<file path="config.mk">
export PLATFORM = sky130hd
export DESIGN_NAME = edge_frame_sequencer
export DESIGN_NICKNAME = d
export VERILOG_FILES = /design/src/rtl/edge_frame_sequencer.sv
export SDC_FILE = /design/constraint.sdc
export NUM_CORES = 1
export LEC_CHECK = 0
export ABC_AREA = 0
export BUFFER_PORTS_ARGS = -buffer_cell sky130_fd_sc_hd__buf_4
export CAP_MARGIN = 20
export CORE_UTILIZATION = 55
export CTS_BUF_LIST = sky130_fd_sc_hd__clkbuf_4
export DETAILED_ROUTE_END_ITERATION = 10
export PLACE_DENSITY = 0.78
export SETUP_SLACK_MARGIN = 0.3
export SLEW_MARGIN = 20
export SYNTH_ARGS = -nofsm -noshare
export SYNTH_HDL_FRONTEND = slang
export SYNTH_SLANG_ARGS = --single-unit
</file>
<file path="constraint.sdc">
create_clock -name clk -period 2.05 [get_ports clk]
set_input_delay 0.41 -clock clk [delete_from_list [all_inputs] [get_ports clk]]
set_output_delay 0.41 -clock clk [all_outputs]
set_load 0.01 [all_outputs]
</file>
<file path="src/rtl/edge_frame_sequencer.sv">
// Raster frame sequencer: frame-buffer reads to a VSYNC/HSYNC/DE stream.
// Define SEQ_FLUSH_EN to append V_FLUSH zero-valued flush lines per frame.
module edge_frame_sequencer #(
  parameter int WIDTH   = 8,
  parameter int H_RES   = 176,
  parameter int V_RES   = 144,
  parameter int H_BLANK = 16,
  parameter int VS_LEN  = 4,
  parameter int V_FLUSH = 2,
  parameter int ADDR_W  = $clog2(H_RES*V_RES)
) (
  input  logic              clk,
  input  logic              rstn,
  input  logic              i_start,
  input  logic              i_hold,
  output logic              o_busy,
  output logic              o_done,
  output logic              o_rd_en,
  output logic [ADDR_W-1:0] o_rd_addr,
  input  logic [WIDTH-1:0]  i_rd_data,
  output logic              o_vsync,
  output logic              o_hsync,
  output logic              o_de,
  output logic [WIDTH-1:0]  o_data
);

  localparam int PW   = (H_RES > 1) ? $clog2(H_RES) : 1;
  localparam int LMAX = (V_RES > V_FLUSH) ? V_RES : V_FLUSH;
  localparam int LW   = (LMAX > 1) ? $clog2(LMAX) : 1;
  localparam int TMAX = (VS_LEN > H_BLANK) ? VS_LEN : H_BLANK;
  localparam int TW   = (TMAX > 1) ? $clog2(TMAX) : 1;

  typedef enum logic [2:0] {
    S_IDLE   = 3'd0,
    S_VSYNC  = 3'd1,
    S_LINE   = 3'd2,
    S_HBLANK = 3'd3,
`ifdef SEQ_FLUSH_EN
    S_FLUSH  = 3'd4,
`endif
    S_DONE   = 3'd5
  } state_e;

  state_e            state_q, state_d;
  logic [PW-1:0]     pix_q, pix_d;
  logic [TW-1:0]     tmr_q, tmr_d;
  logic [LW-1:0]     line_q, line_d;
  logic              fin_q, fin_d;
  logic [ADDR_W-1:0] addr_q, addr_d;
  logic              vs_q, hs_q, de_q, src_q;
`ifdef SEQ_FLUSH_EN
  logic              flush_q, flush_d;
`else
  logic              unused_flush;
  assign unused_flush = (V_FLUSH != 0);
`endif

  always_comb begin
    state_d = state_q;
    pix_d   = pix_q;
    tmr_d   = tmr_q;
    line_d  = line_q;
    fin_d   = fin_q;
    addr_d  = addr_q;
`ifdef SEQ_FLUSH_EN
    flush_d = flush_q;
`endif
    unique case (state_q)
      S_IDLE: begin
        pix_d  = '0;
        tmr_d  = '0;
        line_d = '0;
        fin_d  = 1'b0;
        addr_d = '0;
`ifdef SEQ_FLUSH_EN
        flush_d = 1'b0;
`endif
        if (i_start) state_d = S_VSYNC;
      end
      S_VSYNC: begin
        if (tmr_q == TW'(VS_LEN-1)) begin
          tmr_d   = '0;
          state_d = S_LINE;
        end else begin
          tmr_d = tmr_q + TW'(1);
        end
      end
      S_LINE: begin
        addr_d = addr_q + ADDR_W'(1);
        if (pix_q == PW'(H_RES-1)) begin
          pix_d   = '0;
          state_d = S_HBLANK;
          if (line_q == LW'(V_RES-1)) begin
            line_d = '0;
            fin_d  = 1'b1;
          end else begin
            line_d = line_q + LW'(1);
          end
        end else begin
          pix_d = pix_q + PW'(1);
        end
      end
      S_HBLANK: begin
        // hold only stretches the final counted blank cycle
        if (tmr_q != TW'(H_BLANK-1)) begin
          tmr_d = tmr_q + TW'(1);
        end else if (!i_hold) begin
          tmr_d = '0;
`ifdef SEQ_FLUSH_EN
          if (!fin_q) begin
            state_d = flush_q ? S_FLUSH : S_LINE;
          end else if (!flush_q && (V_FLUSH > 0)) begin
            state_d = S_FLUSH;
            flush_d = 1'b1;
            fin_d   = 1'b0;
          end else begin
            state_d = S_DONE;
          end
`else
          state_d = fin_q ? S_DONE : S_LINE;
`endif
        end
      end
`ifdef SEQ_FLUSH_EN
      S_FLUSH: begin
        if (pix_q == PW'(H_RES-1)) begin
          pix_d   = '0;
          state_d = S_HBLANK;
          if (line_q == LW'(V_FLUSH-1)) begin
            line_d = '0;
            fin_d  = 1'b1;
          end else begin
            line_d = line_q + LW'(1);
          end
        end else begin
          pix_d = pix_q + PW'(1);
        end
      end
`endif
      S_DONE: begin
        state_d = S_IDLE;
        addr_d  = '0;
        line_d  = '0;
        fin_d   = 1'b0;
`ifdef SEQ_FLUSH_EN
        flush_d = 1'b0;
`endif
      end
      default: state_d = S_IDLE;
    endcase
  end

  always_ff @(posedge clk or negedge rstn) begin
    if (!rstn) begin
      state_q <= S_IDLE;
      pix_q   <= '0;
      tmr_q   <= '0;
      line_q  <= '0;
      fin_q   <= 1'b0;
      addr_q  <= '0;
`ifdef SEQ_FLUSH_EN
      flush_q <= 1'b0;
`endif
    end else begin
      state_q <= state_d;
      pix_q   <= pix_d;
      tmr_q   <= tmr_d;
      line_q  <= line_d;
      fin_q   <= fin_d;
      addr_q  <= addr_d;
`ifdef SEQ_FLUSH_EN
      flush_q <= flush_d;
`endif
    end
  end

  // stream flags lag the state by one cycle to meet the RAM read latency
  always_ff @(posedge clk or negedge rstn) begin
    if (!rstn) begin
      vs_q  <= 1'b0;
      hs_q  <= 1'b0;
      de_q  <= 1'b0;
      src_q <= 1'b0;
    end else begin
      vs_q  <= (state_q == S_VSYNC);
      hs_q  <= (state_q == S_HBLANK) && (tmr_q == '0);
`ifdef SEQ_FLUSH_EN
      de_q  <= (state_q == S_LINE) || (state_q == S_FLUSH);
`else
      de_q  <= (state_q == S_LINE);
`endif
      src_q <= (state_q == S_LINE);
    end
  end

  assign o_busy    = (state_q != S_IDLE);
  assign o_done    = (state_q == S_DONE);
  assign o_rd_en   = (state_q == S_LINE);
  assign o_rd_addr = addr_q;
  assign o_vsync   = vs_q;
  assign o_hsync   = hs_q;
  assign o_de      = de_q;
  assign o_data    = src_q ? i_rd_data : '0;

endmodule
</file>
==> metrics.md, run 1 <==
| Metric | Value |
|---|---|
| Worst Setup Start Kind | `flip-flop` |
| CTS Sinks | `42` |
| Post-Place Setup Slack | `277 ps` |
| Post-route ant nets | `0` |
| CTS tree | `done` |
| Compound-Gate Fraction of Synth Area | `20.4%` |
| Slew Limit Fails | `0` |
| Number of synthesized flops with an enable pin | `0` |
| Multiplexer share of the synthesized area | `3.12%` |
| Ys async rst share | `100%` |
| CTS Buffer Depth | `2` |
| Worst hold path type | `in -> async` |
| Die Span Y | `67.1 um` |
| GRT Residual Overflow | `0` |
| Non-filler instance count after layout | `353` |
| Largest net degree at the start of global routing | `43` |
| CTS root buf | `clkbuf_4` |
| RSZ-0062 raised after global routing | `true` |
| Via Count | `2140` |
| Initial Util | `57.8%` |
| Commonest cells after routing, fill and taps aside | `55 x buf_4, 40 x dfrtp_1, 25 x nand2_1` |
| Synthesized-area fraction occupied by and/or/nand/nor cells | `22.6%` |
| Initial antenna violation count | `0` |
| Initial detailed-routing violation count | `187` |
| TNS Setup | `0 ps` |
| Routed WL per cell | `15.4 um` |
| CP Data Required Time | `1640 ps` |
| Clock-pin slew on the worst setup and hold paths | `120 ps` |
| Overall power consumption | `1.30 mW` |
| Drt first pass iters | `4` |
| Num CTS Buffers | `5` |
| Leak Pwr | `1.34 nW` |
| Port bufs | `40` |
| DR DRC count | `0` |
| Slowest stage delay, CP | `440 ps` |
| First-pass GRT wire length | `8.51 mm` |
| Share of layout cells above drive strength 1 | `29.7%` |
| Flops & latches, synth | `42` |
| GRT Total Usage | `25.3%` |
| Post-Syn Instances | `247` |
| Peak supply drop | `0.330 mV` |
| Crit-path slowest cell | `dfrtp_2` |
| Slew @ Worst Pin | `523 ps` |
| Largest family of logic cells by synthesized area | `simple AND/OR/NAND/NOR gates` |
| Global placement routability congestion | `0.823` |
| Io pins | `41` |
| DR vias/cell | `6.06` |
| Outcome | `complete, no violations` |
| Die width | `67.1 um` |
| Placed insts | `331` |
| Yosys synthesis warning count | `0` |
| Post-layout min period | `1800 ps` |
| Clk_lat worst skew | `360 ps` |
| Power Dens Cells | `447 nW/um2` |
| Crit end category | `output port` |
| Setup ws final | `246 ps` |
| Avg Cell Area, Syn | `9.43 um2` |
| Total core area | `4030 um2` |
| Worst-path fanout max | `3` |
| Sequential area share after synthesis | `45.1%` |
| CP arrival | `1390 ps` |
| Util after Layout | `72.0%` |
| Mapped cell area | `2330 um2` |
| Final Hold Fails | `0` |
| Maxcap violations | `0` |
| Synth-to-Final Area Change | `24.6%` |
| Distinct cells, synth | `56` |
| DP HPWL | `3.44 mm` |
| Ant diodes | `0` |
| Crit share post-route | `88.0%` |
| Die area | `4500 um2` |
| CTS H-tree depth | `2` |
| XOR/XNOR Fraction of Synth Area | `2.26%` |
| Ys flop type | `dfrtp_1` |
| Std-Cell Rows | `23` |
| Relative slew slack | `65.1%` |
| Vias in the first global route | `1872` |
| Layout Nets | `320` |
| Ordered list of cells on the worst path | `or3b_4, inv_8, buf_6` |
| Post-synthesis adder-cell area fraction | `2.69%` |
| Critical path class | `reg -> out` |
| Final setup viols | `0` |
| Final wirelength | `5.44 mm` |
| Syn nets | `264` |
| Final Skew | `9.37 ps` |
| Max Clk Rate | `0.554 GHz` |
| Commonest non-fill, non-tap cell in the layout | `buf_4` |
synthesized netlist by cell type (2+ instances only):
| library cell | instances | area (um2) |
|---|---|---|
| o211ai_1 | 2 | 15.0 |
| inv_1 | 5 | 18.8 |
| a31oi_1 | 6 | 37.5 |
| xor2_1 | 5 | 43.8 |
| nor3_1 | 4 | 20.0 |
| dfrtp_1 | 42 | 1050 |
| nand3_2 | 2 | 20.0 |
| mux2_2 | 2 | 22.5 |
| a21oi_1 | 8 | 40.0 |
| nand3_1 | 12 | 60.1 |
| o31ai_1 | 5 | 37.5 |
| buf_2 | 3 | 15.0 |
| a32oi_1 | 2 | 17.5 |
| nand2_1 | 27 | 101 |
| and2_1 | 12 | 75.1 |
| mux2i_1 | 5 | 50.1 |
| and4_1 | 3 | 26.3 |
| nand4_1 | 6 | 37.5 |
| nor2_1 | 15 | 56.3 |
| a41oi_1 | 2 | 17.5 |
| clkbuf_1 | 4 | 15.0 |
| a22o_1 | 4 | 35.0 |
| a21o_1 | 2 | 15.0 |
| or3_1 | 3 | 18.8 |
| and3_1 | 8 | 50.1 |
| ha_1 | 5 | 62.6 |
| o21ai_0 | 24 | 120 |
metal layers:
layer / global-route usage (%) / wire length, um
met3: 6.16 / 379
met4: 9.04 / 98
met1: 32.6 / 2350
met5: 0 / 0
met2: 40.6 / 2610
sequential cells by signal, summed over array words and instances, names as in the netlist:
name,flops
fin_q,1
o_rd_addr,15
line_q,8
src_q,1
tmr_q,4
pix_q,8
state_q,3
o_vsync,1
o_hsync,1
critical path, delay by kind of cell, from the launching register on:
kind	cells	cell delay, ps
flip-flops	1	440
AND/OR/NAND/NOR	1	430
buffers and inverters	2	170
cell type report:
cell class | instances | area (um2)
multi-input cells | 187 | 1230
well taps | 50 | 62.6
fillers | 297 | 1130
repair buffers | 60 | 469
inverters | 7 | 35.0
clock buffers | 7 | 52.6
flip-flops and latches | 42 | 1050
kinds of logic after synthesis:
family | after synthesis
mux | 7
compound gates | 69
simple gates | 100
fa+ha+maj | 5
buf+inv | 18
flops | 42
xor+xnor | 6
stage by stage:
step           hold WS, ps  area (um2)
2_1_floorplan          114        2330
3_3_place_gp           425        2670
3_5_place_dp           426        2670
4_1_cts               36.6        2820
5_1_grt               51.9        2900
6_report              15.2        2900
report_power, final:
part	internal (mW)	total (mW)	switching [mW]
Sequential	0.828	0.828	0
Combinational	0.0267	0.0529	0.0263
Clock	0.156	0.417	0.261
final timing paths:
kind	startpoint	end	slack (ps)	cells after the start
setup / recovery	state_q[0]	o_rd_en	250	3
hold / removal	rstn	o_rd_addr[8]	20	1
setup reg to reg	state_q[0]	state_q[0]	280	6
hold reg to reg	o_rd_addr[14]	o_rd_addr[14]	480	1
max in group asynchronous	rstn	state_q[0]	1650	1
min in group clk	o_rd_addr[14]	o_rd_addr[14]	480	1
timing repair:
item | in CTS | in global routing
hold buffers | 0 | 0
setup endpoints to repair | 8 | 18
gates cloned | 0 | 0
buffers inserted | 9 | 6
resized for setup | 12 | 12
pin swaps | 5 | 4
Note: power is estimated with default switching activity, not from simulation.
==> run 2: changes to the inputs <==
CORE_UTILIZATION = 45   (was 55)
CTS_BUF_LIST = sky130_fd_sc_hd__clkbuf_16   (was sky130_fd_sc_hd__clkbuf_4)
PLACE_DENSITY = 0.65   (was 0.78)
==> metrics.md, run 2 (synthesis results as in run 1) <==
| Metric | Value |
|---|---|
| Worst-path fanout max | `4` |
| Comb pwr share | `2.8%` |
| Critical path class | `reg -> reg` |
| GRT Residual Overflow | `0` |
| Clk_lat worst skew | `280 ps` |
| RSZ-0062 raised after global routing | `true` |
| Area of the multi-input gates | `1220 um2` |
| Relative slew slack | `64.7%` |
| Crit share post-route | `84.1%` |
| FF-to-FF End | `state_q[0]` |
| Largest net degree at the start of global routing | `43` |
| Std-Cell Rows | `25` |
| Outcome | `complete, no violations` |
| Max reg flops | `15` |
| Total core area | `4850 um2` |
| Pint | `1.56 mW` |
| Initial detailed-routing violation count | `114` |
| Crit end category | `flip-flop` |
| DR vias/cell | `5.69` |
| Commonest cells after routing, fill and taps aside | `53 x buf_4, 42 x dfrtp_1, 26 x nand2_1` |
| DP HPWL | `3.60 mm` |
| Leak Pwr | `1.34 nW` |
| CTS tree | `done` |
| Post-layout min period | `1720 ps` |
| Final Skew | `7.95 ps` |
| CTS Sinks | `42` |
| DR DRC count | `0` |
| R2R depth | `5` |
| Commonest non-fill, non-tap cell in the layout | `buf_4` |
| Sequential share of power | `43.4%` |
| Ordered list of cells on the worst path | `ha_2, and4_1, a311o_1, nand3_2, mux2_2` |
| WHS | `110 ps` |
| CTS H-tree depth | `2` |
| CTS root buf | `clkbuf_16` |
| Max Clk Rate | `0.580 GHz` |
| Synth-to-Final Area Change | `28.1%` |
| Die Span Y | `73.9 um` |
| CP Data Required Time | `2210 ps` |
| Final wirelength | `5.28 mm` |
| Initial antenna violation count | `0` |
| Hold-fix buffers, CTS | `0` |
| R2R setup slack | `330 ps` |
| Maxcap violations | `0` |
| Global placement routability congestion | `0.848` |
| FF/Latch Area | `1050 um2` |
| Switch Pwr | `0.353 mW` |
| Final Hold Fails | `0` |
| Share of layout cells above drive strength 1 | `27.3%` |
| First-pass GRT wire length | `9.14 mm` |
| Post-route ant nets | `0` |
| Routed WL per cell | `14.5 um` |
| CP arrival | `1890 ps` |
| Worst hold path type | `in -> async` |
| Vias in the first global route | `1972` |
| Drt first pass iters | `4` |
| Die width | `73.9 um` |
| Crit-path slowest cell | `dfrtp_1` |
| Slew Limit Fails | `0` |
| Power Dens Cells | `640 nW/um2` |
| Initial Util | `48.0%` |
| Fillcell total | `403` |
| Io pins | `41` |
| Peak supply drop | `0.403 mV` |
| Via Count | `2071` |
| CTS Buffer Depth | `2` |
| Final setup viols | `0` |
| Layout Nets | `313` |
| Ant diodes | `0` |
| Port bufs | `40` |
| Critical path's top delay family | `flip-flops` |
| Sw Ratio | `18.5%` |
| Clock-pin slew on the worst setup and hold paths | `70 ps` |
| Die area | `5470 um2` |
| Worst Setup Start Kind | `flip-flop` |
| Clock power share | `53.8%` |
| GRT Total Usage | `21.7%` |
| FF-to-FF Start | `tmr_q[0]` |
| Slowest stage delay, CP | `390 ps` |
| Buf/Inv on CP | `0` |
| TNS Setup | `0 ps` |
| Num CTS Buffers | `5` |
| Slew @ Worst Pin | `529 ps` |
[run 2: layer usage]
metal	wire [um]	vias to the layer above	global-route usage [%]
li1	-	1010	-
met1	2430	986	28.2
met2	2490	68	35.6
met3	291	7	3.66
met4	66	0	10.0
met5	0	-	0
[run 2: metrics by stage]
stage          instance area [um2]  total power [mW]  util, %  setup slack (ps)  std cells
2_1_floorplan                 2330             0.855        -               339        247
3_3_place_gp                  2710             0.899     55.8               313        350
3_5_place_dp                  2710             0.900     55.8               282        350
4_1_cts                       2950              1.93     60.8               302        363
5_1_grt                       2980              1.97     61.5               259        364
6_report                      2980              1.91     61.5               325        364
[run 2: timing repair]
item	CTS	global route
endpoints found under the setup margin	5	8
setup buffers	5	1
gates resized for setup	5	7
pin swaps	2	1
[run 2: final cells by class]
class                   instances  share of cell area, %
clock buffers                   5                   4.19
clock inverters                 3                   2.31
well taps                      67                   2.81
flip-flops and latches         42                   35.2
repair buffers                 53                   13.3
inverters                       7                   1.17
multi-input cells             187                   40.9
[run 2: power groups by stage]
stage,combinational [mW],clock (mW),sequential [mW]
floorplan,0.0106,0,0.844
global placement,0.0552,0,0.844
detailed placement,0.0560,0,0.844
CTS,0.0559,1.05,0.829
global route,0.0609,1.08,0.828
finish,0.0535,1.03,0.829
[run 2: worst max-delay path by stage]
stage | start | to | cells after the start
floorplan | pix_q[0] | state_q[0] | 6
global placement | tmr_q[0] | state_q[0] | 5
detailed placement | tmr_q[0] | state_q[0] | 5
CTS | state_q[2] | state_q[0] | 5
global route | state_q[0] | o_busy | 4
finish | tmr_q[0] | state_q[0] | 5
==> run 3: changes to the inputs <==
clock period = 1.75 ns   (was 2.05 ns; I/O delays follow)
==> metrics.md, run 3 (synthesis results as in run 1) <==
| Metric | Value |
|---|---|
| DP HPWL | `3.62 mm` |
| Max reg flops | `15` |
| Io pins | `41` |
| CTS Buffer Depth | `2` |
| Ant diodes | `0` |
| CP Data Required Time | `1400 ps` |
| TNS Setup | `0 ps` |
| CP arrival | `1330 ps` |
| First-pass GRT wire length | `9.37 mm` |
| Sequential share of power | `46.8%` |
| Crit end category | `output port` |
| Peak supply drop | `0.439 mV` |
| Clock power share | `50.3%` |
| Final wirelength | `6.37 mm` |
| Worst hold path type | `in -> async` |
| Crit share post-route | `96.0%` |
| Critical path class | `reg -> out` |
| Clk_lat worst skew | `280 ps` |
| CTS tree | `done` |
| Die area | `5470 um2` |
| Synth-to-Final Area Change | `57.8%` |
| Largest net degree at the start of global routing | `43` |
| Maxcap violations | `0` |
| Slew Limit Fails | `0` |
| Area after DPL | `2820 um2` |
| Fillcell total | `328` |
| Total core area | `4850 um2` |
| Commonest non-fill, non-tap cell in the layout | `buf_4` |
| Final instance area | `3670 um2` |
| Drt first pass iters | `4` |
| Power Dens Cells | `565 nW/um2` |
| Worst Setup Start Kind | `flip-flop` |
| Setup ws final | `70.5 ps` |
| Die Span Y | `73.9 um` |
| DR DRC count | `0` |
| CTS H-tree depth | `2` |
| Num CTS Buffers | `5` |
| Area of the multi-input gates | `1480 um2` |
| Relative slew slack | `65.5%` |
| Initial Util | `48.0%` |
| Max Clk Rate | `0.595 GHz` |
| Final setup viols | `0` |
| Switch Pwr | `0.407 mW` |
| Comb pwr share | `3.0%` |
| Slew @ Worst Pin | `518 ps` |
| Routed WL per cell | `15.7 um` |
| CTS Sinks | `42` |
| Clock-pin slew on the worst setup and hold paths | `60 ps` |
| Outcome | `complete, no violations` |
| Share of layout cells above drive strength 1 | `47.5%` |
| Commonest cells after routing, fill and taps aside | `66 x buf_4, 42 x dfrtp_1, 25 x buf_6` |
| Initial antenna violation count | `0` |
| Vias in the first global route | `1989` |
| Die width | `73.9 um` |
| Via Count | `2265` |
| Port bufs | `40` |
| Layout Nets | `355` |
| RSZ-0062 raised after global routing | `true` |
| Std-Cell Rows | `25` |
| Final Skew | `6.68 ps` |
| Post-Place Setup Slack | `50.5 ps` |
| GRT Residual Overflow | `0` |
| Overall power consumption | `2.08 mW` |
| Final Hold Fails | `0` |
| Global placement routability congestion | `0.828` |
| Hold-fix buffers, CTS | `0` |
| FF/Latch Area | `1050 um2` |
| Worst-path fanout max | `4` |
| CTS root buf | `clkbuf_16` |
| DR vias/cell | `5.58` |
| Post-layout min period | `1680 ps` |
| Leak Pwr | `1.62 nW` |
| Post-route ant nets | `0` |
| GRT Total Usage | `22.4%` |
| Sw Ratio | `19.6%` |
| Pint | `1.67 mW` |
| Initial detailed-routing violation count | `147` |
==> run 3: cell types whose count changed in the layout (fill, tap and decap cells not counted), sizes merged <==
cell | before | now
buf | 53 | 95
bufinv | 2 | 1
clkinv | 2 | 3
==> run 3: worst paths after layout <==
kind	slack, ps	cells past startpoint	to	from
max reg2reg	90	7	o_rd_addr[14]	state_q[0]
min in group clk	500	1	o_rd_addr[9]	o_rd_addr[9]
max	70	3	o_rd_en	state_q[0]
min	50	1	o_rd_addr[3]	rstn
max in group asynchronous	1350	1	tmr_q[1]	rstn
min reg2reg	500	1	o_rd_addr[9]	o_rd_addr[9]
==> run 3: layout make-up <==
type,count,area share [%]
Multi-Input combinational cell,187,40.2
Sequential cell,42,28.6
Timing Repair Buffer,95,23.2
Clock buffer,5,3.41
Tap cell,67,2.28
Inverter,7,1.26
Clock inverter,3,1.09
==> run 3: per-layer routing <==
layer  share of wire [%]  GRT usage, %  up-vias
met5                   0             0        -
met4                 1.3          7.26        0
met3                 4.2          4.74       11
met2                  50          37.0       68
met1                  44          29.5     1086
li1                    -             -     1100
==> run 3: timing repair <==
item	CTS	global route
gates resized for setup	40	64
pin swaps	27	31
buffers inserted	27	14
endpoints found under the setup margin	35	41
==> run 3: per-stage QoR <==
| stage | util [%] | hold slack (ps) | std cells |
|---|---|---|---|
| after floorplan | - | 54.4 | 247 |
| after global placement | 58.1 | 367 | 357 |
| after detailed placement | 58.1 | 371 | 357 |
| after CTS | 68.2 | 62.7 | 392 |
| after global routing | 75.8 | 90.8 | 406 |
| final | 75.8 | 46.3 | 406 |
==> run 3: critical path, stage by stage (launching register included) <==
cell	delay, ps
dfrtp_1	420
or3b_4	450
inv_8	80
buf_6	90
==> run 3: power groups by stage <==
stage | combinational (mW) | sequential, mW | clock, mW
2_1_floorplan | 0.0124 | 0.989 | 0
3_3_place_gp | 0.0639 | 0.989 | 0
3_5_place_dp | 0.0646 | 0.989 | 0
4_1_cts | 0.0645 | 0.971 | 1.06
5_1_grt | 0.0710 | 0.971 | 1.09
6_report | 0.0622 | 0.971 | 1.04
